$ cat src/rtl/fp16_sumsq_accum_if.sv
// Stream handshake bundle for the FP16 sum-of-squares accumulator:
// sample input channel plus result output channel.
interface fp16_sumsq_accum_if #(
  parameter int CNT_W = 8
);
  logic             in_valid;
  logic             in_ready;
  logic [15:0]      in_data;
  logic             in_last;
  logic             out_valid;
  logic             out_ready;
  logic [15:0]      out_data;
  logic [CNT_W-1:0] out_count;

  modport master (
    output in_valid, in_data, in_last, out_ready,
    input  in_ready, out_valid, out_data, out_count
  );

  modport slave (
    input  in_valid, in_data, in_last, out_ready,
    output in_ready, out_valid, out_data, out_count
  );
endinterface

$ cat src/rtl/fp16_sumsq_accum.sv
// Accumulates a frame of non-negative FP16 squares into a truncated FP16 sum
// using a four-cycle align/add/normalise sequence per sample.
//
// state | meaning
// IDLE  | waiting for a sample, in_ready high
// ALIGN | order operands by exponent, shift the smaller mantissa
// ADD   | add aligned mantissas
// NORM  | renormalise, saturate, commit accumulator
// DONE  | result presented until out_ready
module fp16_sumsq_accum #(
  parameter int CNT_W = 8
) (
  input logic               clk,
  input logic               rst,
  fp16_sumsq_accum_if.slave bus
);

  typedef enum logic [2:0] {IDLE, ALIGN, ADD, NORM, DONE} state_t;

  state_t           state;
  logic [4:0]       acc_e, op_e, l_e, sum_e;
  logic [10:0]      acc_m, op_m, l_m, s_m;
  logic [11:0]      sum;
  logic             acc_zero, sat, op_zero, op_last, upd;
  logic [CNT_W-1:0] count;

  logic [4:0]  in_e;
  logic        op_big;
  logic [4:0]  d;
  logic [10:0] small_m, shifted;

  assign in_e    = bus.in_data[14:10];
  assign op_big  = op_e > acc_e;
  assign d       = op_big ? (op_e - acc_e) : (acc_e - op_e);
  assign small_m = op_big ? acc_m : op_m;
  assign shifted = (d >= 5'd11) ? 11'd0 : (small_m >> d);

  logic [5:0]  n_e6;
  logic [4:0]  n_e;
  logic [10:0] n_m;
  logic        n_sat;

  always_comb begin
    n_e6  = {1'b0, sum_e} + {5'd0, sum[11]};
    n_e   = n_e6[4:0];
    n_m   = sum[11] ? sum[11:1] : sum[10:0];
    n_sat = sat;
    if (!upd) begin
      n_e = acc_e;
      n_m = acc_m;
    end else if (n_e6 >= 6'd31) begin
      n_sat = 1'b1;
      n_e   = 5'd30;
      n_m   = 11'h7FF;
    end
  end

  always_ff @(posedge clk or posedge rst) begin
    if (rst) begin
      state         <= IDLE;
      bus.in_ready  <= 1'b0;
      bus.out_valid <= 1'b0;
      bus.out_data  <= 16'h0000;
      bus.out_count <= '0;
      acc_e         <= 5'd0;
      acc_m         <= 11'd0;
      acc_zero      <= 1'b1;
      sat           <= 1'b0;
      op_e          <= 5'd0;
      op_m          <= 11'd0;
      op_zero       <= 1'b0;
      op_last       <= 1'b0;
      upd           <= 1'b0;
      l_e           <= 5'd0;
      l_m           <= 11'd0;
      s_m           <= 11'd0;
      sum           <= 12'd0;
      sum_e         <= 5'd0;
      count         <= '0;
    end else begin
      case (state)
        IDLE: begin
          if (bus.in_ready && bus.in_valid) begin
            bus.in_ready <= 1'b0;
            op_last      <= bus.in_last;
            if (in_e == 5'd0) begin
              op_zero <= 1'b1;
              op_e    <= 5'd0;
              op_m    <= 11'd0;
            end else if (in_e == 5'd31) begin
              op_zero <= 1'b0;
              op_e    <= 5'd30;
              op_m    <= 11'h7FF;
            end else begin
              op_zero <= 1'b0;
              op_e    <= in_e;
              op_m    <= {1'b1, bus.in_data[9:0]};
            end
            if (count != {CNT_W{1'b1}})
              count <= count + {{(CNT_W-1){1'b0}}, 1'b1};
            state <= ALIGN;
          end else begin
            bus.in_ready <= 1'b1;
          end
        end
        ALIGN: begin
          // skip paths still pass through ADD so every sample costs 4 cycles
          upd <= 1'b0;
          if (!(op_zero || sat)) begin
            if (acc_zero) begin
              acc_e    <= op_e;
              acc_m    <= op_m;
              acc_zero <= 1'b0;
            end else begin
              upd <= 1'b1;
              l_e <= op_big ? op_e : acc_e;
              l_m <= op_big ? op_m : acc_m;
              s_m <= shifted;
            end
          end
          state <= ADD;
        end
        ADD: begin
          sum   <= {1'b0, l_m} + {1'b0, s_m};
          sum_e <= l_e;
          state <= NORM;
        end
        NORM: begin
          acc_e <= n_e;
          acc_m <= n_m;
          sat   <= n_sat;
          if (op_last) begin
            bus.out_valid <= 1'b1;
            bus.out_data  <= acc_zero ? 16'h0000 : {1'b0, n_e, n_m[9:0]};
            bus.out_count <= count;
            state         <= DONE;
          end else begin
            bus.in_ready <= 1'b1;
            state        <= IDLE;
          end
        end
        DONE: begin
          if (bus.out_ready) begin
            bus.out_valid <= 1'b0;
            bus.out_data  <= 16'h0000;
            bus.out_count <= '0;
            acc_e         <= 5'd0;
            acc_m         <= 11'd0;
            acc_zero      <= 1'b1;
            sat           <= 1'b0;
            count         <= '0;
            bus.in_ready  <= 1'b1;
            state         <= IDLE;
          end
        end
        default: state <= IDLE;
      endcase
    end
  end

endmodule

$ cat src/flat_wrapper.sv
// flat-port wrapper written by rule: the top's interface ports become plain ports
module fp16_sumsq_accum_flat 
#(
  parameter int CNT_W = 8
)
  (clk, rst, bus_in_valid, bus_in_data, bus_in_last, bus_out_ready, bus_in_ready, bus_out_valid, bus_out_data, bus_out_count);
  fp16_sumsq_accum_if #(.CNT_W(CNT_W)) bus_i ();
  input logic clk;
  input logic rst;
  input wire logic [$bits(bus_i.in_valid)-1:0] bus_in_valid;
  input wire logic [$bits(bus_i.in_data)-1:0] bus_in_data;
  input wire logic [$bits(bus_i.in_last)-1:0] bus_in_last;
  input wire logic [$bits(bus_i.out_ready)-1:0] bus_out_ready;
  output wire logic [$bits(bus_i.in_ready)-1:0] bus_in_ready;
  output wire logic [$bits(bus_i.out_valid)-1:0] bus_out_valid;
  output wire logic [$bits(bus_i.out_data)-1:0] bus_out_data;
  output wire logic [$bits(bus_i.out_count)-1:0] bus_out_count;
  assign bus_i.in_valid = bus_in_valid;
  assign bus_i.in_data = bus_in_data;
  assign bus_i.in_last = bus_in_last;
  assign bus_i.out_ready = bus_out_ready;
  assign bus_in_ready = bus_i.in_ready;
  assign bus_out_valid = bus_i.out_valid;
  assign bus_out_data = bus_i.out_data;
  assign bus_out_count = bus_i.out_count;
  fp16_sumsq_accum #(.CNT_W(CNT_W)) u_core (.clk(clk), .rst(rst), .bus(bus_i));
endmodule
$ cat config.mk
export PLATFORM = sky130hd
export DESIGN_NAME = fp16_sumsq_accum_flat
export DESIGN_NICKNAME = d
export VERILOG_FILES = /design/src/rtl/fp16_sumsq_accum_if.sv /design/src/rtl/fp16_sumsq_accum.sv /design/src/flat_wrapper.sv
export SDC_FILE = /design/constraint.sdc
export NUM_CORES = 1
export LEC_CHECK = 0
export ABC_AREA = 1
export ABC_CLOCK_PERIOD_IN_PS = 13900
export BUFFER_PORTS_ARGS = -buffer_cell sky130_fd_sc_hd__buf_2
export CORE_AREA = 2 2 120 122
export CTS_BUF_LIST = sky130_fd_sc_hd__clkbuf_8
export CTS_CLUSTER_DIAMETER = 40
export CTS_CLUSTER_SIZE = 10
export DETAILED_ROUTE_END_ITERATION = 6
export DIE_AREA = 0 0 122 124
export GPL_TIMING_DRIVEN = 0
export PLACE_DENSITY = 0.78
export SLEW_MARGIN = 20
export SYNTH_ARGS = -nofsm -noshare
export SYNTH_HDL_FRONTEND = slang
export SYNTH_SLANG_ARGS = --single-unit
$ cat constraint.sdc
create_clock -name clk -period 13.9 [get_ports clk]
set_input_delay 4.17 -clock clk [delete_from_list [all_inputs] [get_ports clk]]
set_output_delay 4.17 -clock clk [all_outputs]
set_load 0.01 [all_outputs]
==> results of run 1 <==
## state kept, by name, indices dropped and copies added, names as in the netlist, 8 cells and up
name	count
u_core.count	8
u_core.acc_m	11
u_core.bus.out_count	8
u_core.bus.out_data	15
u_core.l_m	11
u_core.s_m	11
u_core.sum	12
u_core.op_m	11
## cell type report
cell class / count / area share (%)
multi-input cells: 622 / 42.7
flip-flops and latches: 117 / 38.2
inverters: 107 / 5.33
repair buffers: 45 / 3.23
clock buffers: 17 / 3.06
well taps: 180 / 2.94
plain buffers: 41 / 2.58
clock inverters: 15 / 1.88
## worst paths after layout
kind                            startpoint                endpoint  slack (ps)
max                          bus_out_ready         u_core.acc_e[0]        8570
min                        u_core.sum_e[0]         u_core.sum_e[0]         500
max reg2reg                u_core.acc_e[4]           u_core.l_e[2]       11400
min reg2reg                u_core.sum_e[0]         u_core.sum_e[0]         500
max in group asynchronous              rst           u_core.s_m[5]        9460
min in group asynchronous              rst  u_core.bus.out_data[2]        3750
## cell families after synthesis
family          count (synthesis)  share of synthesized area (%)
xor+xnor                       13                           1.67
buf+inv                       148                           8.83
compound gates                212                           17.2
other cells                     1                         0.0551
fa+ha+maj                      26                           5.11
flops                         117                           43.1
simple gates                  370                           24.1
## per-layer routing
metal | track usage (%) | wire [um]
met5 | 0 | 0
met1 | 37.0 | 8410
met4 | 10.9 | 605
met2 | 40.6 | 8420
met3 | 5.59 | 1400
## metrics by stage
step	worst slack [ps]	utilization [%]	instances	hold WS (ps)	area [um^2]
floorplan	6630	-	887	442	6800
global placement	5340	52.8	1111	453	7250
detailed placement	8170	53.1	1112	470	7280
CTS	8630	55.8	1144	490	7660
global route	8490	55.8	1144	524	7660
finish	8570	55.8	1144	499	7660
## placed cells by master (no fill, tap or decap), types with 16 or more instances in the layout
cell,instances
dfrtp_1,116
ha_1,23
nand3_1,99
a21oi_1,48
clkbuf_8,17
nand2_1,184
o21ai_0,116
o22ai_1,16
buf_2,54
inv_1,100
nor2_1,48
clkbuf_1,23
## worst max-delay path, stage by stage
cell and delay, ps:
buf_2 90, or2_1 190, o21ai_0 150, nor2_1 370, inv_1 240, buf_4 240
a22oi_1 250
==> key figures, run 1 <==
Outcome
  • Status: finished clean

STA
  • Post-Route Skew: 13.4 ps
  • RSZ-0062 raised after global routing: no
  • Tcrit/Tclk final: 38.4%
  • Count of final max-slew check failures: 0
  • Setup_tns: 0 ps
  • Min Tclk post-route: 5330 ps
  • Worst slew pin tran: 684 ps
  • Slew margin rel.: 54.3%
  • Hold violation count in the final report: 0
  • Achievable Freq: 187 MHz
  • Endpoints failing setup: 0

Finish
  • Area growth from synthesis to layout: 12.6%
  • Fillers: 1,285
  • Sequential cell area: 0.00293 mm^2
  • Final nets: 998
  • Ant diodes: 0
  • Area of the multi-input gates: 0.00327 mm^2
  • Fraction of layout cells with a size suffix above 1: 12.7%

Synthesis
  • Synth cell types: 52
  • Synth Area per Inst: 7.67 um^2
  • Top-area cell type share of the netlist area: 42.7%
  • Ys flop type: dfrtp_1
  • Sequential area share after synthesis: 43.1%
  • Largest area contributor in the netlist: dfrtp_1
  • Synth Cell Area: 0.00680 mm^2
  • Synth Instances: 887
  • Post-synth EDFFs: 0
  • Synthesis Warnings: 0
  • Cell with the most instances after synthesis: nand2_1
  • Syn Nets: 934
  • Top cells by count, synth: 184 x nand2_1, 116 x dfrtp_1, 116 x o21ai_0, 101 x inv_1, 99 x nand3_1
  • Yosys reg bits: 117
  • Area contributors post-synth: dfrtp_1 43%, nand2_1 10%, o21ai_0 8.5%, nand3_1 7.3%, inv_1 5.6%
  • Share of flip-flops with an asynchronous set or reset: 100%

Drt
  • Vias per cell: 5.56
  • Post-DRT Antenna Nets: 0
  • DR vias: 6,363
  • Wirelength per Cell: 16.5 um
  • Routed wire length: 18.8 mm
  • TritonRoute pass-1 iters: 6
  • DR iter-0 viols: 702
  • Drc violations: 0

Clock tree
  • Clock-pin transition on the worst setup and hold timing paths: 90 ps
  • Inserted Clock Buffers: 17
  • CTS Buffer Depth: 2
  • Postcts setup bufs: 0
  • # clock sinks: 117
  • CTS Hold Buffers Added: 0
  • Clk Latency, worst-skew pair: 460 ps
  • Root Driver: clkbuf_8
  • Cts repair resizes: 0
  • CTS tree: done
  • H-Tree Depth: 4

Floorplan
  • Number of core rows: 43
  • Core Footprint: 0.0137 mm^2
  • Die H: 124 um
  • Die ar.: 0.0151 mm^2
  • Die Wd: 122 um
  • Boundary pin count: 47
  • Initial Util: 49.6%

Min path
  • Hold Path Stages: 2
  • Min-Delay Path Class: register to register

Critical path
  • Worst Reg-to-Reg Cells: 11
  • Setup CP Type: primary input to register
  • Startpoint Class: primary input
  • CP Data Arrival Time: 5690 ps
  • Critical path peak fanout: 10
  • CP Capture Type: register
  • Required time of the critical path: 14,260 ps

Placement
  • RePlAce Congestion: 0.961
  • Port buffer count: 44
  • HPWL Detailed: 14.5 mm

Run
  • Total of max-cap violations: 0

Global route
  • First-pass GRT wire length: 30.4 mm
  • Total grt overflow: 0
  • Tot GR Track Use: 26.6%
  • Initial antenna violation count: 0
  • Largest net degree at the start of global routing: 66
  • Vias in the first global route: 5,863
Power of run 1 is left out: the tool's default activity adds up to more than one toggle a clock period on the data nets, which glitch-free logic cannot reach.
==> run 2, diff against run 1 <==
- ABC_CLOCK_PERIOD_IN_PS: 13900 -> 4600
- PLACE_DENSITY: 0.78 -> 0.81
- clock period: 13.9 -> 4.6 ns (I/O delays scaled with it)
==> run 2 against run 1 <==
Compared with the run above:
- die area stayed put
- clock skew about the same
- setup slack lost 6600 ps
- worst hold slack worse by 23 ps
- global-route usage up 0.20 points
- final area is 0.38% higher
- utilization rose by 0.21 points
- via count up 1.2%
- count of clock-buffer cells in the layout grew 1
- wire length is 1.1% lower
- critical path depth rose by 7
- critical path type is now register to register
- critical endpoint is now u_core.l_e[3]
- largest cell class unchanged
==> key figures, run 2 (synthesis gave the netlist of run 1 again) <==
Finish
  • Commonest non-fill, non-tap cell in the layout: nand2_1 (unchanged)
  • Flip-flop count of the largest register after layout: 15 (unchanged)
  • Post-layout util: 56.0% (was 55.8%)
  • Fraction of layout cells with a size suffix above 1: 12.4% (was 12.7%)
  • Most frequent cells in the layout: 184 x nand2_1, 116 x o21ai_0, 116 x dfrtp_1, 102 x inv_1, 99 x nand3_1 (was 184 x nand2_1, 116 x o21ai_0, 116 x dfrtp_1, 100 x inv_1, 99 x nand3_1)
  • Final nets: 998 (unchanged)
  • Reg with most FFs: u_core.bus.out_data (unchanged)
  • Largest regs: u_core.bus.out_data x15, u_core.sum x12 (unchanged)
  • Ant diodes: 0 (unchanged)
  • Area growth from synthesis to layout: 13.0% (was 12.6%)

Critical path
  • Worst Reg-to-Reg Cells: 14 (was 11)
  • CP cell instances: inv_1 -> ha_1 -> buf_4 -> nand2_1 -> nand2_1 -> nand2_2 -> nand3_4 -> nand2_2 -> buf_6 -> buf_6 -> buf_2 -> a21oi_1 -> o21ai_0 -> o21ai_0 (was buf_2 -> or2_1 -> o21ai_0 -> nor2_1 -> inv_1 -> buf_4 -> a22oi_1)
  • Setup CP Type: register to register (was primary input to register)
  • Required time of the critical path: 4900 ps (was 14,260 ps)
  • CP Capture Type: register (unchanged)
  • Slowest CP cell: dfrtp_1 (was nor2_1)
  • CP Data Arrival Time: 2920 ps (was 5690 ps)
  • Startpoint Class: register (was primary input)
  • Critical path peak fanout: 10 (unchanged)
  • Crit-path max cell delay: 420 ps (was 370 ps)

Clock tree
  • # clock sinks: 117 (unchanged)
  • H-Tree Depth: 4 (unchanged)
  • Inserted Clock Buffers: 17 (unchanged)
  • CTS Hold Buffers Added: 0 (unchanged)
  • Root Driver: clkbuf_8 (unchanged)
  • Postcts setup bufs: 0 (unchanged)
  • CTS Buffer Depth: 2 (unchanged)
  • Clk Latency, worst-skew pair: 460 ps (about the same)
  • Clock-pin transition on the worst setup and hold timing paths: 70 ps (was 90 ps)
  • CTS tree: done (unchanged)
  • Cts repair resizes: 0 (unchanged)

Drt
  • DR iter-0 viols: 671 (was 702)
  • Routed wire length: 18.6 mm (was 18.8 mm)
  • Vias per cell: 5.63 (was 5.56)
  • Post-DRT Antenna Nets: 0 (unchanged)
  • DR vias: 6,441 (was 6,363)
  • Wirelength per Cell: 16.3 um (was 16.5 um)
  • TritonRoute pass-1 iters: 6 (unchanged)
  • Drc violations: 0 (unchanged)

STA
  • Worst slew pin tran: 638 ps (was 684 ps)
  • Tcrit/Tclk final: 56.9%
  • Post-Route Skew: 13.8 ps (was 13.4 ps)
  • Achievable Freq: 382 MHz
  • Count of final max-slew check failures: 0 (unchanged)
  • Slew margin rel.: 57.3% (was 54.3%)
  • Min Tclk post-route: 2620 ps
  • Hold violation count in the final report: 0 (unchanged)
  • Endpoints failing setup: 0 (unchanged)
  • RSZ-0062 raised after global routing: no (unchanged)
  • Setup WS post-layout: 1980 ps (was 8570 ps)

Floorplan
  • Die Wd: 122 um (unchanged)
  • Die H: 124 um (unchanged)
  • Number of core rows: 43 (unchanged)
  • Core Footprint: 0.0137 mm^2 (unchanged)
  • Boundary pin count: 47 (unchanged)
  • Initial Util: 49.6% (unchanged)
  • Die ar.: 0.0151 mm^2 (unchanged)

Placement
  • RePlAce Congestion: 0.994 (was 0.961)
  • Pre-CTS setup slack: 1640 ps (was 8170 ps)
  • HPWL Detailed: 14.2 mm (was 14.5 mm)
  • Port buffer count: 44 (unchanged)

Run
  • Total of max-cap violations: 0 (unchanged)

Global route
  • First-pass GRT wire length: 30.6 mm (was 30.4 mm)
  • Initial antenna violation count: 1 (was 0)
  • Tot GR Track Use: 26.8% (was 26.6%)
  • Vias in the first global route: 6,051 (was 5,863)
  • Largest net degree at the start of global routing: 70 (was 66)
  • Total grt overflow: 0 (unchanged)

Min path
  • Hold Path Stages: 2 (unchanged)
  • Min-Delay Path Class: register to register (unchanged)

Outcome
  • Status: finished clean (unchanged)
==> run 2: changes by cell type in the layout (fill, tap and decap cells not counted) <==
cell / before / now
clkinv_2: 3 / 5
clkinv_4: 2 / 1
inv_6: 7 / 3
clkbuf_8: 17 / 18
bufinv_16: 1 / 3
clkinvlp_4: 3 / 2
inv_1: 100 / 102
inv_8: 1 / 0
==> run 2: path summary, 6_finish.rpt <==
check	start	to	slack (ps)
worst max-delay path	u_core.op_e[2]	u_core.l_e[3]	1980
worst max register to register	u_core.op_e[2]	u_core.l_e[3]	1980
max in group asynchronous	rst	u_core.acc_zero	2880
worst min-delay path	u_core.bus.out_valid	u_core.bus.out_valid	480
worst min register to register	u_core.bus.out_valid	u_core.bus.out_valid	480
min in group asynchronous	rst	u_core.bus.out_data[2]	1020
==> run 2: cell type report <==
cell class / instances / area [um^2]
clock buffers: 18 / 248
plain buffers: 41 / 198
well taps: 180 / 225
repair buffers: 45 / 248
clock inverters: 14 / 159
multi-input cells: 622 / 3270
flip-flops and latches: 117 / 2930
inverters: 107 / 408
fillers: 1255 / 6030
==> run 2: per-stage QoR <==
step                      TNS (ps)  instance area, um^2  instances  hold WS, ps
after floorplan                  0                 6800        887          442
after global placement     -130920                 7250       1111          449
after detailed placement         0                 7280       1112          459
after CTS                        0                 7690       1144          477
after global routing             0                 7690       1144          520
final                            0                 7690       1144          476
==> run 2: metal layers <==
| layer | global-route usage [%] | up-vias | routed length [um] |
|---|---|---|---|
| met4 | 13.1 | 2 | 745 |
| li1 | - | 3066 | - |
| met2 | 40.5 | 324 | 8300 |
| met1 | 36.1 | 2992 | 7890 |
| met3 | 6.55 | 57 | 1680 |
| met5 | 0 | - | 12 |
==> run 2: critical path: cells and delay by family (launching register included) <==
kind            cells  cell delay, ps
fa+ha+maj           1             300
simple gates        5             460
flops               1             420
buf+inv             5             790
compound gates      3             490
Power of run 2 is left out for the same reason.
==> run 3, diff against run 2 <==
- ABC_CLOCK_PERIOD_IN_PS: 4600 -> 2180
- clock period: 4.6 -> 2.18 ns (I/O delays scaled with it)
==> run 3 against run 2 <==
Compared with the run above:
- the run now ends with DRC, setup timing left
- via count is 11% higher
- sequential share of layout area is 3.8 points lower
- first-iteration DRC count is 64% higher
- count of clock-buffer cells in the layout is 3 higher
- highest routed layer is now met4
- cell count is 3.8% higher
- wire length is 21% higher
- non-clock buffer count is 42 higher
- setup slack worse by 2100 ps
- utilization is 6.3 points higher
==> key figures, run 3 (synthesis gave the netlist of run 1 again) <==
Outcome
  • Status: finished with violations (was finished clean)
  • Violated checks: DRC, setup timing

Placement
  • DP Area: 0.00731 mm^2 (was 0.00728 mm^2)
  • Pre-CTS setup slack: -282 ps (was 1640 ps)
  • RePlAce Congestion: 0.986 (was 0.994)
  • HPWL Detailed: 14.3 mm (was 14.2 mm)
  • Port buffer count: 44 (unchanged)
  • Placed Cells: 1,114 (was 1,112)

Drt
  • DR vias: 7,135 (was 6,441)
  • Vias per cell: 6.01 (was 5.63)
  • Drc violations: 7 (was 0)
  • Routed wire length: 22.5 mm (was 18.6 mm)
  • Post-DRT Antenna Nets: 0 (unchanged)
  • TritonRoute pass-1 iters: 7 (was 6)
  • DR iter-0 viols: 1,099 (was 671)
  • Wirelength per Cell: 19.0 um (was 16.3 um)

Floorplan
  • Number of core rows: 43 (unchanged)
  • Die H: 124 um (unchanged)
  • Die ar.: 0.0151 mm^2 (unchanged)
  • Initial Util: 49.6% (unchanged)
  • Die Wd: 122 um (unchanged)
  • Core Footprint: 0.0137 mm^2 (unchanged)
  • Boundary pin count: 47 (unchanged)

Clock tree
  • H-Tree Depth: 4 (unchanged)
  • Clock-pin transition on the worst setup and hold timing paths: 80 ps (was 70 ps)
  • # clock sinks: 117 (unchanged)
  • Clk Latency, worst-skew pair: 460 ps (about the same)
  • Inserted Clock Buffers: 17 (unchanged)
  • CTS tree: done (unchanged)
  • CTS Buffer Depth: 2 (unchanged)
  • Root Driver: clkbuf_8 (unchanged)

Critical path
  • Setup CP Type: register to register (unchanged)
  • Worst setup path end: u_core.s_m[1] (was u_core.l_e[3])
  • Critical path peak fanout: 7 (was 10)
  • Crit-path max cell delay: 480 ps (was 420 ps)
  • FF-to-FF Start: u_core.op_e[0] (was u_core.op_e[2])
  • CP Depth: 13 (was 14)
  • Startpoint Class: register (unchanged)
  • CP Capture Type: register (unchanged)
  • Slowest CP cell: fa_2 (was dfrtp_1)
  • CP cell instances: buf_4 -> ha_1 -> inv_1 -> fa_2 -> inv_1 -> nand2_2 -> nand2_8 -> buf_6 -> nand3_1 -> nand3_1 -> nand3_1 -> nand2_2 -> nand2_1 (was inv_1 -> ha_1 -> buf_4 -> nand2_1 -> nand2_1 -> nand2_2 -> nand3_4 -> nand2_2 -> buf_6 -> buf_6 -> buf_2 -> a21oi_1 -> o21ai_0 -> o21ai_0)
  • Worst Path Buf+Inv: 4 (was 5)
  • Worst Reg-to-Reg Cells: 13 (was 14)
  • RR Endpoint: u_core.s_m[1] (was u_core.l_e[3])
  • Most frequent CP cell: nand3_1
  • Worst path top cell family by delay: adder cells (was buffers and inverters)
  • Required time of the critical path: 2520 ps (was 4900 ps)
  • CP Data Arrival Time: 2670 ps (was 2920 ps)
  • CP startpoint: u_core.op_e[0] (was u_core.op_e[2])
  • Worst reg-to-reg setup slack: -150 ps (was 1980 ps)

STA
  • Endpoints failing setup: 15 (was 0)
  • Setup_tns: -1130 ps (was 0 ps)
  • RSZ-0062 raised after global routing: yes (was no)
  • Worst slew pin tran: 631 ps (was 638 ps)
  • Setup WS post-layout: -151 ps (was 1980 ps)
  • Tcrit/Tclk final: 107% (was 56.9%)
  • Count of final max-slew check failures: 0 (unchanged)
  • Post-Route Skew: 16.5 ps (was 13.8 ps)
  • Hold violation count in the final report: 0 (unchanged)
  • Achievable Freq: 429 MHz (was 382 MHz)
  • Slew margin rel.: 57.8% (was 57.3%)
  • Min Tclk post-route: 2330 ps (was 2620 ps)

Finish
  • Largest regs: u_core.bus.out_data x15, u_core.sum x12 (unchanged)
  • Area growth from synthesis to layout: 25.7% (was 13.0%)
  • Sequential cell area: 0.00293 mm^2 (about the same)
  • Commonest non-fill, non-tap cell in the layout: nand2_1 (unchanged)
  • Non-filler cells, final: 1,187 (was 1,144)
  • Fillers: 1,098 (was 1,255)
  • Fraction of layout cells with a size suffix above 1: 25.5% (was 12.4%)
  • Reg with most FFs: u_core.bus.out_data (unchanged)
  • Ant diodes: 0 (unchanged)
  • Most frequent cells in the layout: 163 x nand2_1, 114 x dfrtp_1, 110 x o21ai_0, 85 x inv_1, 82 x nand3_1 (was 184 x nand2_1, 116 x o21ai_0, 116 x dfrtp_1, 102 x inv_1, 99 x nand3_1)
  • Area of the multi-input gates: 0.00370 mm^2 (was 0.00327 mm^2)
  • Flip-flop count of the largest register after layout: 15 (unchanged)
  • Post-route cell area: 0.00855 mm^2 (was 0.00769 mm^2)
  • Final nets: 1,041 (was 998)

Global route
  • Largest net degree at the start of global routing: 35 (was 70)
  • Total grt overflow: 0 (unchanged)
  • First-pass GRT wire length: 33.0 mm (was 30.6 mm)
  • Initial antenna violation count: 0 (was 1)
  • Tot GR Track Use: 28.6% (was 26.8%)
  • Vias in the first global route: 6,485 (was 6,051)

Min path
  • Min-Delay Path Class: primary input to async pin (was register to register)

Run
  • Total of max-cap violations: 0 (unchanged)
## run 3: changes by cell type in the layout (fill, tap and decap cells not counted), sizes merged
cell,change
bufinv,-2
clkinvlp,+1
inv,-2
clkbuf,+3
clkinv,+1
buf,+42
## run 3: metrics by stage
step	util (%)	hold slack [ps]
after floorplan	-	442
after CTS	59.2	280
after detailed placement	53.3	459
final	62.4	270
after global placement	52.9	449
after global routing	62.4	306
## run 3: per-layer routing
metal	global-route usage, %	vias to the layer above	part of all wire [%]
met1	38.6	3324	38
met4	13.7	0	5.8
met5	0	-	0
met2	43.8	535	46
li1	-	3154	-
met3	6.78	122	11
## run 3: worst register-to-register path: stages (launching register included)
cell and delay [ps]:
dfrtp_1 410, buf_4 150, ha_1 180, inv_1 110
fa_2 480, inv_1 90, nand2_2 90, nand2_8 130
buf_6 140, nand3_1 90, nand3_1 90, nand3_1 110
nand2_2 90, nand2_1 50
## run 3: how the worst min path moves through the flow
stage / from / to / slack [ps] / cells past startpoint
6_report: rst / u_core.bus.out_count[5] / 270 / 2
5_1_grt: rst / u_core.bus.out_count[5] / 310 / 2
4_1_cts: rst / u_core.bus.out_valid / 280 / 2
3_5_place_dp: u_core.sum[0] / u_core.sum[0] / 460 / 2
3_3_place_gp: u_core.bus.out_valid / u_core.bus.out_valid / 450 / 2
2_1_floorplan: u_core.sum[0] / u_core.sum[0] / 440 / 2
## run 3: area by class of cell
class                   count  share of cell area [%]
repair inverters            1                  0.0731
repair buffers             90                    7.56
plain buffers              38                    2.56
inverters                 107                    5.08
clock buffers              21                    3.38
well taps                 180                    2.63
clock inverters            11                    1.17
multi-input cells         622                    43.3
flip-flops and latches    117                    34.3
## run 3: repair_timing
item / CTS / global route
cloned: 4 / 1
pin swaps: 28 / 36
buffers inserted: 20 / 20
hold buffers: 0 / 0
hold endpoints to repair: 0 / 0
setup endpoints to repair: 29 / 52
gates resized for setup: 66 / 86
Power of run 3 is left out for the same reason.
